===== config.mk =====
export PLATFORM = sky130hd
export DESIGN_NAME = uart_reg_bridge_flat
export DESIGN_NICKNAME = d
export VERILOG_FILES = /design/src/rtl/uart_reg_bridge_if.sv /design/src/rtl/uart_reg_bridge.sv /design/src/flat_wrapper.sv
export SDC_FILE = /design/constraint.sdc
export NUM_CORES = 1
export LEC_CHECK = 0
export ABC_AREA = 1
export CORE_ASPECT_RATIO = 0.7
export CORE_MARGIN = 8
export CORE_UTILIZATION = 35
export CTS_CLUSTER_DIAMETER = 100
export DETAILED_ROUTE_END_ITERATION = 8
export SYNTH_ARGS = -nofsm -noshare
export SYNTH_HDL_FRONTEND = slang
export SYNTH_SLANG_ARGS = --single-unit

===== constraint.sdc =====
create_clock -name clk -period 1.8 [get_ports clk]
set_input_delay 0.18 -clock clk [delete_from_list [all_inputs] [get_ports clk]]
set_output_delay 0.18 -clock clk [all_outputs]
set_load 0.02 [all_outputs]

===== src/rtl/uart_reg_bridge_if.sv =====
`default_nettype none
// ============================================================================
// uart_reg_bridge_if : byte-stream, response and register-bus signals of the
//                      UART register bridge.
// Revision: 1.0 - initial release
// ============================================================================
interface uart_reg_bridge_if;
  logic       rx_data_valid;
  logic [7:0] rx_data;
  logic       rx_data_error;
  logic       tx_data_valid;
  logic [7:0] tx_data;
  logic       tx_data_ready;
  logic       reg_req;
  logic       reg_we;
  logic [7:0] reg_addr;
  logic [7:0] reg_wdata;
  logic       reg_ack;
  logic [7:0] reg_rdata;
  logic       frame_err;

  modport master (
    input  rx_data_valid, rx_data, rx_data_error, tx_data_ready, reg_ack, reg_rdata,
    output tx_data_valid, tx_data, reg_req, reg_we, reg_addr, reg_wdata, frame_err
  );

  modport slave (
    output rx_data_valid, rx_data, rx_data_error, tx_data_ready, reg_ack, reg_rdata,
    input  tx_data_valid, tx_data, reg_req, reg_we, reg_addr, reg_wdata, frame_err
  );
endinterface
`default_nettype wire


===== src/rtl/uart_reg_bridge.sv =====
`default_nettype none
// ============================================================================
// uart_reg_bridge : parses 'W' addr data / 'R' addr commands from the UART RX
//                   stream, runs one register access, returns one reply byte.
//                   Optional macro UART_BRIDGE_ACK_TIMEOUT_EN adds a reg_ack timeout.
// Revision: 1.0 - initial release
// ============================================================================
module uart_reg_bridge #(
  parameter int BYTE_TIMEOUT = 50000,
  parameter int ACK_TIMEOUT  = 255
) (
  input  logic              clk,
  input  logic              reset_n,
  uart_reg_bridge_if.master bus
);

  localparam logic [7:0] C_OP_WRITE = 8'h57;
  localparam logic [7:0] C_OP_READ  = 8'h52;
  localparam logic [7:0] C_RSP_OK   = 8'h4B;
  localparam logic [7:0] C_RSP_UNK  = 8'h3F;
  localparam logic [7:0] C_RSP_ERR  = 8'h45;
  localparam logic [7:0] C_RSP_TO   = 8'h54;

  localparam int            CW          = $clog2(BYTE_TIMEOUT + 1);
  localparam logic [CW-1:0] C_BYTE_LAST = CW'(BYTE_TIMEOUT - 1);
  localparam logic [CW-1:0] C_BYTE_MAX  = CW'(BYTE_TIMEOUT);

  if (BYTE_TIMEOUT < 1 || ACK_TIMEOUT < 1) begin : g_param_check
    $error("uart_reg_bridge: BYTE_TIMEOUT and ACK_TIMEOUT must be at least 1");
  end

  typedef enum logic [2:0] {
    S_IDLE     = 3'd0,
    S_GET_ADDR = 3'd1,
    S_GET_DATA = 3'd2,
    S_BUS      = 3'd3,
    S_RESP     = 3'd4
  } state_t;

  state_t        r_state, w_state_nxt;
  logic          r_tx_valid, w_tx_valid_nxt;
  logic [7:0]    r_tx_data, w_tx_data_nxt;
  logic          r_req, w_req_nxt;
  logic          r_we, w_we_nxt;
  logic [7:0]    r_addr, w_addr_nxt;
  logic [7:0]    r_wdata, w_wdata_nxt;
  logic          r_ferr, w_ferr_nxt;
  logic [CW-1:0] r_byte_cnt, w_byte_cnt_nxt;
  logic          w_byte_expire;
  logic          w_ack_expire;

  // A byte arriving in the expiry cycle is handled before the expiry test.
  assign w_byte_expire = (r_byte_cnt >= C_BYTE_LAST);

`ifdef UART_BRIDGE_ACK_TIMEOUT_EN
  localparam int            AW         = $clog2(ACK_TIMEOUT + 1);
  localparam logic [AW-1:0] C_ACK_LAST = AW'(ACK_TIMEOUT - 1);
  localparam logic [AW-1:0] C_ACK_MAX  = AW'(ACK_TIMEOUT);

  logic [AW-1:0] r_ack_cnt, w_ack_cnt_nxt;

  assign w_ack_expire = r_req && (r_ack_cnt >= C_ACK_LAST);

  always_comb begin
    w_ack_cnt_nxt = '0;
    if (r_state == S_BUS && r_req && !bus.reg_ack && !w_ack_expire)
      w_ack_cnt_nxt = (r_ack_cnt == C_ACK_MAX) ? r_ack_cnt : r_ack_cnt + 1'b1;
  end

  always_ff @(posedge clk or negedge reset_n) begin
    if (!reset_n) r_ack_cnt <= '0;
    else          r_ack_cnt <= w_ack_cnt_nxt;
  end
`else
  assign w_ack_expire = 1'b0;
`endif

  always_comb begin
    w_state_nxt    = r_state;
    w_tx_valid_nxt = r_tx_valid;
    w_tx_data_nxt  = r_tx_data;
    w_req_nxt      = r_req;
    w_we_nxt       = r_we;
    w_addr_nxt     = r_addr;
    w_wdata_nxt    = r_wdata;
    w_ferr_nxt     = 1'b0;
    w_byte_cnt_nxt = '0;
    case (r_state)
      S_IDLE: begin
        if (bus.rx_data_valid) begin
          if (bus.rx_data_error) begin
            w_ferr_nxt     = 1'b1;
            w_tx_data_nxt  = C_RSP_ERR;
            w_tx_valid_nxt = 1'b1;
            w_state_nxt    = S_RESP;
          end else if (bus.rx_data == C_OP_WRITE || bus.rx_data == C_OP_READ) begin
            w_we_nxt    = (bus.rx_data == C_OP_WRITE);
            w_state_nxt = S_GET_ADDR;
          end else begin
            w_tx_data_nxt  = C_RSP_UNK;
            w_tx_valid_nxt = 1'b1;
            w_state_nxt    = S_RESP;
          end
        end
      end
      S_GET_ADDR, S_GET_DATA: begin
        if (bus.rx_data_valid) begin
          if (bus.rx_data_error) begin
            w_ferr_nxt     = 1'b1;
            w_tx_data_nxt  = C_RSP_ERR;
            w_tx_valid_nxt = 1'b1;
            w_state_nxt    = S_RESP;
          end else if (r_state == S_GET_ADDR) begin
            w_addr_nxt = bus.rx_data;
            if (r_we) begin
              w_state_nxt = S_GET_DATA;
            end else begin
              w_req_nxt   = 1'b1;
              w_state_nxt = S_BUS;
            end
          end else begin
            w_wdata_nxt = bus.rx_data;
            w_req_nxt   = 1'b1;
            w_state_nxt = S_BUS;
          end
        end else if (w_byte_expire) begin
          w_ferr_nxt  = 1'b1;
          w_state_nxt = S_IDLE;
        end else begin
          w_byte_cnt_nxt = (r_byte_cnt == C_BYTE_MAX) ? r_byte_cnt : r_byte_cnt + 1'b1;
        end
      end
      S_BUS: begin
        w_ferr_nxt = bus.rx_data_valid;
        if (bus.reg_ack) begin
          w_req_nxt      = 1'b0;
          w_tx_data_nxt  = r_we ? C_RSP_OK : bus.reg_rdata;
          w_tx_valid_nxt = 1'b1;
          w_state_nxt    = S_RESP;
        end else if (w_ack_expire) begin
          w_req_nxt      = 1'b0;
          w_ferr_nxt     = 1'b1;
          w_tx_data_nxt  = C_RSP_TO;
          w_tx_valid_nxt = 1'b1;
          w_state_nxt    = S_RESP;
        end
      end
      S_RESP: begin
        w_ferr_nxt = bus.rx_data_valid;
        if (r_tx_valid && bus.tx_data_ready) begin
          w_tx_valid_nxt = 1'b0;
          w_state_nxt    = S_IDLE;
        end
      end
      default: w_state_nxt = S_IDLE;
    endcase
  end

  always_ff @(posedge clk or negedge reset_n) begin
    if (!reset_n) begin
      r_state    <= S_IDLE;
      r_tx_valid <= 1'b0;
      r_tx_data  <= 8'h00;
      r_req      <= 1'b0;
      r_we       <= 1'b0;
      r_addr     <= 8'h00;
      r_wdata    <= 8'h00;
      r_ferr     <= 1'b0;
      r_byte_cnt <= '0;
    end else begin
      r_state    <= w_state_nxt;
      r_tx_valid <= w_tx_valid_nxt;
      r_tx_data  <= w_tx_data_nxt;
      r_req      <= w_req_nxt;
      r_we       <= w_we_nxt;
      r_addr     <= w_addr_nxt;
      r_wdata    <= w_wdata_nxt;
      r_ferr     <= w_ferr_nxt;
      r_byte_cnt <= w_byte_cnt_nxt;
    end
  end

  assign bus.tx_data_valid = r_tx_valid;
  assign bus.tx_data       = r_tx_data;
  assign bus.reg_req       = r_req;
  assign bus.reg_we        = r_we;
  assign bus.reg_addr      = r_addr;
  assign bus.reg_wdata     = r_wdata;
  assign bus.frame_err     = r_ferr;

endmodule
`default_nettype wire


===== src/flat_wrapper.sv =====
// flat-port wrapper written by rule: the top's interface ports become plain ports
module uart_reg_bridge_flat 
#(
  parameter int BYTE_TIMEOUT = 50000,
  parameter int ACK_TIMEOUT  = 255
)
  (clk, reset_n, bus_rx_data_valid, bus_rx_data, bus_rx_data_error, bus_tx_data_ready, bus_reg_ack, bus_reg_rdata, bus_tx_data_valid, bus_tx_data, bus_reg_req, bus_reg_we, bus_reg_addr, bus_reg_wdata, bus_frame_err);
  uart_reg_bridge_if bus_i ();
  input  logic clk;
  input  logic reset_n;
  input wire logic [$bits(bus_i.rx_data_valid)-1:0] bus_rx_data_valid;
  input wire logic [$bits(bus_i.rx_data)-1:0] bus_rx_data;
  input wire logic [$bits(bus_i.rx_data_error)-1:0] bus_rx_data_error;
  input wire logic [$bits(bus_i.tx_data_ready)-1:0] bus_tx_data_ready;
  input wire logic [$bits(bus_i.reg_ack)-1:0] bus_reg_ack;
  input wire logic [$bits(bus_i.reg_rdata)-1:0] bus_reg_rdata;
  output wire logic [$bits(bus_i.tx_data_valid)-1:0] bus_tx_data_valid;
  output wire logic [$bits(bus_i.tx_data)-1:0] bus_tx_data;
  output wire logic [$bits(bus_i.reg_req)-1:0] bus_reg_req;
  output wire logic [$bits(bus_i.reg_we)-1:0] bus_reg_we;
  output wire logic [$bits(bus_i.reg_addr)-1:0] bus_reg_addr;
  output wire logic [$bits(bus_i.reg_wdata)-1:0] bus_reg_wdata;
  output wire logic [$bits(bus_i.frame_err)-1:0] bus_frame_err;
  assign bus_i.rx_data_valid = bus_rx_data_valid;
  assign bus_i.rx_data = bus_rx_data;
  assign bus_i.rx_data_error = bus_rx_data_error;
  assign bus_i.tx_data_ready = bus_tx_data_ready;
  assign bus_i.reg_ack = bus_reg_ack;
  assign bus_i.reg_rdata = bus_reg_rdata;
  assign bus_tx_data_valid = bus_i.tx_data_valid;
  assign bus_tx_data = bus_i.tx_data;
  assign bus_reg_req = bus_i.reg_req;
  assign bus_reg_we = bus_i.reg_we;
  assign bus_reg_addr = bus_i.reg_addr;
  assign bus_reg_wdata = bus_i.reg_wdata;
  assign bus_frame_err = bus_i.frame_err;
  uart_reg_bridge #(.BYTE_TIMEOUT(BYTE_TIMEOUT), .ACK_TIMEOUT(ACK_TIMEOUT)) u_core (.clk(clk), .reset_n(reset_n), .bus(bus_i));
endmodule

# Word level (Yosys, flattened, before mapping)
# Index checks and enable logic that the tools add are counted.
[op_classes]
addsub = 1
n_mul = 0
div_mod_pow = 0
magnitude_cmp = 1
n_eq_ne = 17
shifts = 0
muxes = 42
bitwise_logic = 2
reduce_logical = 15
[ops]
columns = ["operator", "count"]
rows = [
  ["16-bit two-way mux", 4],
  ["8-bit two-way mux", 7],
  ["3-bit two-way mux", 8],
  ["8-bit case mux with 3 select lines", 1],
  ["1-bit two-way mux", 18],
  ["16-bit by 1-bit adder with 16-bit output, second input constant", 1],
  ["16-bit == test, second input constant", 1],
  ["8-bit by 7-bit == test with 1-bit output, second input constant", 2],
  ["16-bit >= comparator, second input constant", 1],
  ["4-bit AND reduction", 4],
  ["3-bit case mux with 4 select lines", 1],
  ["2-bit inequality test, second input constant", 5],
  ["7-bit AND reduction", 1],
  ["3-bit by 2-bit == test with 1-bit output, second input constant", 2],
  ["3-bit inequality test, second input constant", 2],
  ["6-bit AND reduction", 1],
  ["5-bit AND reduction", 1],
  ["4-bit by 3-bit inequality test with 1-bit output, second input constant", 1],
  ["1-bit case mux with 4 select lines", 1],
  ["4-bit nonzero test", 1],
  ["2-bit OR reduction", 2],
  ["3-bit by 1-bit == test with 1-bit output, second input constant", 1],
  ["3-bit == test, second input constant", 1],
  ["3-bit zero test", 1],
  ["other kinds (9)", 10],
]
[word_totals]
regBits = 47
latch_bits = 0
ram_bits = 0
rom_bits = 0
input_bits = 22
out_inout_bits = 28
elab_cells = 87
n_memories = 0

# Depth between registers and ports, before layout
[logic_depth]
ltp_word = 6
depth_mapped = 9
ltp_nobuf = 9

# Worst setup path before layout
# No wires, ideal clock.
[synth_path]
kind = "register to register"
startpoint = "reg u_core.r_state[0]"
endpoint = "reg u_core.r_tx_data[0] (netlist: u_core.bus.tx_data[0])"
setup_time_ns = 0.117
arrival_ns = 1.292
required_time_ns = 1.683
slack_ns = 0.391
stages_incl_launch_ff = 9
n_path_buf = 0
period_less_slack_ns = 1.409
cell_sequence = "dfrtp_1 > nor2_1 > nor2_2 > nand2_1 > nor2_1 > nor2_4 > nand3_4 > nand2_1 > nand2_1"
[synth_between]
elab_chain_len = 4
[synth_rtl]
columns = ["element", "line_no", "text"]
rows = [
  ["from (decl)", "uart_reg_bridge.sv:40", "state_t r_state, w_state_nxt;"],
  ["from (signal assigned)", "uart_reg_bridge.sv:171", "r_state <= w_state_nxt;"],
  ["3-bit by 2-bit == test with 1-bit output / 3-bit by 1-bit == test with 1-bit output (equally long branches)", "uart_reg_bridge.sv:88", "case (r_state)"],
  ["2-bit OR reduction", "uart_reg_bridge.sv:88", ""],
  ["2-bit inequality test (no source line) / 3-bit nonzero test (equally long branches)", "--", ""],
  ["6-bit AND reduction (no source line)", "--", ""],
  ["to (signal assigned)", "uart_reg_bridge.sv:173", "r_tx_data <= w_tx_data_nxt;"],
  ["to (decl)", "uart_reg_bridge.sv:42", "logic [7:0] r_tx_data, w_tx_data_nxt;"],
]
# Several ways; a longest one is shown, not always the timed one.
# A chain may end at the register's enable or synchronous reset.

# Worst setup path after layout
[layout_path]
startpoint = "reg u_core.r_byte_cnt[0]"
endpoint = "reg u_core.r_byte_cnt[12]"
[layout_between]
elab_chain_len = 5
[layout_rtl]
columns = ["element", "line_no", "text"]
rows = [
  ["from (decl)", "uart_reg_bridge.sv:48", "logic [CW-1:0] r_byte_cnt, w_byte_cnt_nxt;"],
  ["from (signal assigned)", "uart_reg_bridge.sv:179", "r_byte_cnt <= w_byte_cnt_nxt;"],
  ["16-bit by 1-bit adder with 16-bit output", "uart_reg_bridge.sv:130", "w_byte_cnt_nxt = (r_byte_cnt == C_BYTE_MAX) ? r_byte_cnt : r_byte_cnt + 1'b1;"],
  ["16-bit two-way mux", "uart_reg_bridge.sv:130", ""],
  ["16-bit two-way mux", "uart_reg_bridge.sv:126", "end else if (w_byte_expire) begin"],
  ["16-bit two-way mux", "uart_reg_bridge.sv:107", "if (bus.rx_data_valid) begin"],
  ["16-bit two-way mux", "uart_reg_bridge.sv:88", ""],
]
# Several ways; a longest one is shown, not always the timed one. The select of a mux whose other input is x is not followed.

==> results.yml <==
status:
  status: "finished clean"
cts:
  numCtsBuffers: 5
  clock_latency_ns: 0.31
  h-tree-depth: 2
  clk_pin_slew_ns: 0.10
  clock_path_buffers: 2
  cts.sinks: 47
  cts-root-buf: "clkbuf_8"
  cts_tree: "built"
detailed_routing:
  antenna_left: 0
  num_vias: 2137
  drt_iter0_drc: 83
  wire_per_inst_um: 12.6
  drc: 0
  drt_first_pass_iters: 6
  vias_per_cell: 4.56
  routed_wl_mm: 5.92
placement:
  place_hpwl_mm: 4.59
  port_buffers: 49
  placedInstanceArea_um2: 3020
  dp_worst_setup_slack_ns: 0.0821
  dp.cells: 459
  place_congestion: 0.852
critical_path:
  worstPathMaxFanout: 5
  path_class: "flip-flop to flip-flop"
  start_kind: "flip-flop"
  critPathRequiredTime_ns: 2.02
  slowest_delay_ns: 0.39
  crit_path_cell_trace: "ha_1 > nand3_1 > nor2_1 > nand2_1 > inv_1 > nand3_1 > nand2_1 > nand2_1 > nor2_1"
  cp_slowest_cell: "dfrtp_1"
  arrival_ns: 1.84
  cp_common_cell: "nand2_1"
  endpoint_kind: "flip-flop"
cells_and_area:
  final_util: 0.468
  nets: 398
  mostFrequentLayoutCell: "nand2_1"
  fin_area_um2: 3130
  drive_gt1_frac: 0.0827
  area_growth_pct: 30.7
  final_cells: 469
  layout_common_cells: "nand2_1, clkdlybuf4s50_1, dfrtp_1"
  antennaDiodeCount: 0
global_routing:
  grtUsageTotal: 0.126
  grt.overflow.total: 0
  antenna_found_initial: 0
  grt_pass1_vias: 2040
  grt_max_degree: 25
  grt_pass1_wl_mm: 9.96
run:
  cap_violations: 0
synth:
  ys_types: 22
  synth_warnings: 0
  syn_nets: 336
  avgSynthCellArea_um2: 7.68
  ys_ff_latch: 47
  netlist_area_um2: 2390
  ys_seq_area_frac: 0.491
  syn_inst: 312
power_and_ir_drop:
  irDropWorstVdd_uv: 455
  swShare: 0.339
  p_per_area_nw_per_um2: 907
  seqPwrFrac: 0.451
  switchingPower_mw: 0.962
  p_leak_nw: 1.49
  clkPwrFrac: 0.222
  pwr-share-comb: 0.327
  p_int_mw: 1.88
  p_total_mw: 2.84
floorplan:
  pin_count: 50
  die_h_um: 85.2
  rows: 25
  initial_core_util: 0.358
  core_area_um2: 6690
  die_w_um: 115
  die_area_um2: 9790
timing:
  fin_skew_ns: 0.0110
  finalCritPeriodShare: 0.900
  setup_slack_ns: 0.181
  period_needed_ns: 1.62
  maxSlewViolCount: 0
  rsz0062_at_grt: "no"
  final.setup.tns_ns: 0
  fmax_mhz: 618
  setup_viol: 0
  final-hold-violation-count: 0
  slew_headroom: 0.628
  hold-worst-slack_ns: 0.390
  tightest_slew_ns: 0.559
min_path:
  min_path_type: "input pin to async pin"
## cell families (layout without fill, tap and decap cells)
logic type               after synthesis  after routing  share of synthesized area
AO/OA/AOI/OAI                         27             27                     0.0570
XOR/XNOR                               5              5                     0.0183
AND/OR/NAND/NOR                      185            185                      0.338
adder cells (fa/ha/maj)                2              2                     0.0104
flip-flops                            47             47                      0.491
buffers and inverters                 46            109                     0.0857
## routing by layer
metal | vias to the layer above | routed length, um | track usage
met3 | 4 | 644 | 0.0539
met4 | 0 | 31 | 0.0249
li1 | 1107 | - | -
met1 | 958 | 3180 | 0.190
met2 | 68 | 2070 | 0.159
met5 | - | 0 | 0
## cells in the mapped netlist
| library cell | instances | share of area |
|---|---|---|
| ha_1 | 2 | 0.010 |
| clkdlybuf4s15_2 | 1 | 0.0047 |
| nor3_1 | 10 | 0.021 |
| or2_2 | 1 | 0.0026 |
| nor2_4 | 2 | 0.0094 |
| inv_1 | 39 | 0.061 |
| nand3_4 | 1 | 0.0073 |
| nor2_2 | 3 | 0.0078 |
| nand3_2 | 1 | 0.0042 |
| dfrtp_1 | 47 | 0.49 |
| a21oi_1 | 2 | 0.0042 |
| nor2_1 | 41 | 0.064 |
| o21ai_0 | 24 | 0.050 |
| nand4_1 | 10 | 0.026 |
| buf_6 | 3 | 0.014 |
| nand3_1 | 22 | 0.046 |
| xor2_1 | 5 | 0.018 |
| clkbuf_1 | 1 | 0.0016 |
| buf_2 | 2 | 0.0042 |
| nand2_1 | 93 | 0.15 |
| and3_2 | 1 | 0.0031 |
| a31oi_1 | 1 | 0.0026 |
## area by class of cell
| type | instances | area, um^2 |
|---|---|---|
| fill | 665 | 3560 |
| sequential | 47 | 1180 |
| clock buffer | 5 | 68.8 |
| tap | 94 | 118 |
| clock inverter | 3 | 20.0 |
| inverter | 39 | 146 |
| timing repair buffer | 62 | 586 |
| multi-input combinational | 219 | 1020 |
## worst paths after layout
path | cells past startpoint | end | from | slack, ns
setup / recovery | 9 | u_core.r_byte_cnt[12] | u_core.r_byte_cnt[0] | 0.18
hold / removal | 2 | u_core.bus.reg_we | reset_n | 0.39
setup reg to reg | 9 | u_core.r_byte_cnt[12] | u_core.r_byte_cnt[0] | 0.18
hold reg to reg | 2 | u_core.bus.tx_data[6] | u_core.bus.tx_data[6] | 0.49
max in group asynchronous | 3 | u_core.r_byte_cnt[0] | reset_n | 0.81
min in group clk | 3 | u_core.bus.reg_wdata[7] | bus_rx_data[7] | 0.48
## power groups by stage
stage          Clock [mW]  Sequential, mW  Combinational, mW
2_1_floorplan           0            1.44              0.347
3_3_place_gp            0            1.30              0.918
3_5_place_dp            0            1.30              0.929
4_1_cts             0.659            1.28              0.933
5_1_grt             0.709            1.30               1.02
6_report            0.631            1.28              0.929
## registers in the layout, summed over array words and instances (netlist names)
name and cells:
u_core.r_byte_cnt 16, u_core.bus.reg_addr 8, u_core.bus.reg_wdata 8, u_core.bus.tx_data 8, u_core.r_state 3, u_core.bus.frame_err 1, u_core.bus.reg_req 1, u_core.bus.reg_we 1
u_core.bus.tx_data_valid 1
## timing repair
| item | CTS | global route |
|---|---|---|
| hold buffers | 1 | 0 |
| resized for setup | 0 | 1 |
| hold endpoints to repair | 22 | 0 |
| buffers inserted | 0 | 1 |
| endpoints found under the setup margin | 0 | 8 |
## worst max-delay path: cells and delay by family, from the launching register on
| family | cells | cell delay [ns] |
|---|---|---|
| adders and majority gates | 1 | 0.20 |
| and+or+nand+nor | 7 | 0.84 |
| buffers and inverters | 1 | 0.11 |
| DFF | 1 | 0.39 |
(Power assumes the default switching activity.)
==> patch: new RTL, same flow settings <==
`BYTE_TIMEOUT` is set to 50000 in 2 places; all go to 100000.
--- a/src/rtl/uart_reg_bridge.sv
+++ b/src/rtl/uart_reg_bridge.sv
@@ -6,7 +6,7 @@
 // Revision: 1.0 - initial release
 // ============================================================================
 module uart_reg_bridge #(
-  parameter int BYTE_TIMEOUT = 50000,
+  parameter int BYTE_TIMEOUT = 100000,
   parameter int ACK_TIMEOUT  = 255
 ) (
   input  logic              clk,
--- a/src/flat_wrapper.sv
+++ b/src/flat_wrapper.sv
@@ -1,7 +1,7 @@
 // flat-port wrapper written by rule: the top's interface ports become plain ports
 module uart_reg_bridge_flat 
 #(
-  parameter int BYTE_TIMEOUT = 50000,
+  parameter int BYTE_TIMEOUT = 100000,
   parameter int ACK_TIMEOUT  = 255
 )
   (clk, reset_n, bus_rx_data_valid, bus_rx_data, bus_rx_data_error, bus_tx_data_ready, bus_reg_ack, bus_reg_rdata, bus_tx_data_valid, bus_tx_data, bus_reg_req, bus_reg_we, bus_reg_addr, bus_reg_wdata, bus_frame_err);
Behaviour: same outputs for any inputs over 4 cycles, from zero or initial values and one cycle with reset_n low; that may be too few to reach the edited logic, so the function may still have changed.
==> patch against the unedited design <==
- count of clock-buffer cells in the layout unchanged
- cell area rose by 7.4%
- critical path depth down 2
- die area rose by 5.2%
- power increased by 3.0%
- worst setup slack worse by 0.018 ns
- wire length increased by 5.5%
- synthesized area grew 6.2%
- sequential cell count grew 1
==> patch: results (changes against the unedited design) <==
Status - completed
Peak supply drop - 0.420 mV (-7.6%)
Met3 wire len - 511 um (-21%)
DR vias - 2211 (+3.5%)
Dpl ws - 0.0902 ns (+0.00812 ns)
GRT met2 Usage - 16.4% (+0.52 points)
Fillers - 709 (+6.6%)
DR pass1 iterations - 4 (-2)
Worst-Skew Late Latency - 0.30 ns
Post-Syn Nets - 344 (+2.4%)
Post-synth top cells - nand2_1, dfrtp_1, nor2_1
Hold path start - bus_rx_data[6]
Final nets - 409 (+2.8%)
Max reg flops - 17 (+1)
Placed cell count - 475 (+3.5%)
Share of post-route cells with drive strength above 1 - 13.5% (+5.2 points)
First-pass GRT wire length - 10600 um (+6.2%)
GR Layer Usage met3 - 4.99% (-0.40 points)
H-tree depth - 2 (unchanged)
Largest net degree at the start of global routing - 49 (+96%)
Leak Pwr - 0.00151 uW (+1.6%)
Register area share after synthesis - 47.2% (-1.9 points)
Critical path fanouts, max - 8 (+3)
Total wire length - 6250 um (+5.5%)
DP Wirelength - 4700 um (+2.4%)
Int Power - 1990 uW (+6.2%)
M1 wire length - 3340 um (+5.2%)
P&R area growth vs syn - 32.1%
Final GP Congestion - 0.863 (+1.3%)
Hold WC Path Type - input pin to flop
Largest cells by area after synthesis - dfrtp_1, nand2_1, nor2_1
Worst Tran Pin Value - 0.613 ns (+0.0539 ns)
Via/cell ratio - 4.57 (+0.26%)
DR iter-0 viols - 131 (+58%)
Routed met2 length - 2350 um (+14%)
Worst clock skew - 0.00658 ns (-0.00442 ns)
Yosys cell types - 31 (+41%)
Gate Count Post-Synth - 320 (+2.6%)
Critical path startpoint - u_core.r_state[2]
Combinational share of power - 29.4% (-3.3 points)
M1 GR Usage - 18.5% (-0.52 points)
patch: changes by cell type in the layout (fill, tap and decap cells not counted), sizes merged, moves of 3 or more:
cell   delta
nand4     +8
nand3     -7
nand2     -5
a21oi     +4
nor3      -3
xor2      +3
patch: what timing repair did:
action	4_1_cts	5_1_grt
endpoints found under the hold margin	21	0
resized for setup	0	6
endpoints found under the setup margin	0	13
buffers inserted	0	0
hold buffers	1	0
patch: cell type report:
type	instances	share of cell area, %
multi-input combinational	228	35.3
timing repair buffer	63	17.6
inverter	39	4.36
tap	98	3.65
sequential	48	35.8
clock buffer	5	2.05
clock inverter	3	1.27
patch: path summary, 6_finish.rpt:
kind | endpoint | cells after the start | slack, ns
min in group asynchronous | u_core.bus.reg_wdata[6] | 3 | 0.51
min | u_core.bus.reg_wdata[6] | 3 | 0.47
max reg2reg | u_core.bus.tx_data[0] | 7 | 0.16
min reg2reg | u_core.bus.tx_data[3] | 2 | 0.48
max | u_core.bus.tx_data[0] | 7 | 0.16
max in group asynchronous | u_core.r_state[0] | 3 | 0.85
patch: cell families (layout without fill, tap and decap cells):
| family | count (synthesis) | count (layout) | share of synthesized area [%] |
|---|---|---|---|
| XOR/XNOR | 8 | 8 | 2.75 |
| adder cells (fa/ha/maj) | 2 | 2 | 0.984 |
| buffers and inverters | 44 | 110 | 6.89 |
| AND/OR/NAND/NOR | 184 | 184 | 34.0 |
| AO/OA/AOI/OAI | 34 | 34 | 8.12 |
| flip-flops | 48 | 48 | 47.2 |
patch: worst max-delay path, stage by stage (launching register included):
cell and delay, ns:
dfrtp_1 0.42, inv_2 0.16, nand3_1 0.26, nor2_2 0.20, inv_1 0.07, or2_2 0.27, nand4_1 0.10, nand2_1 0.06
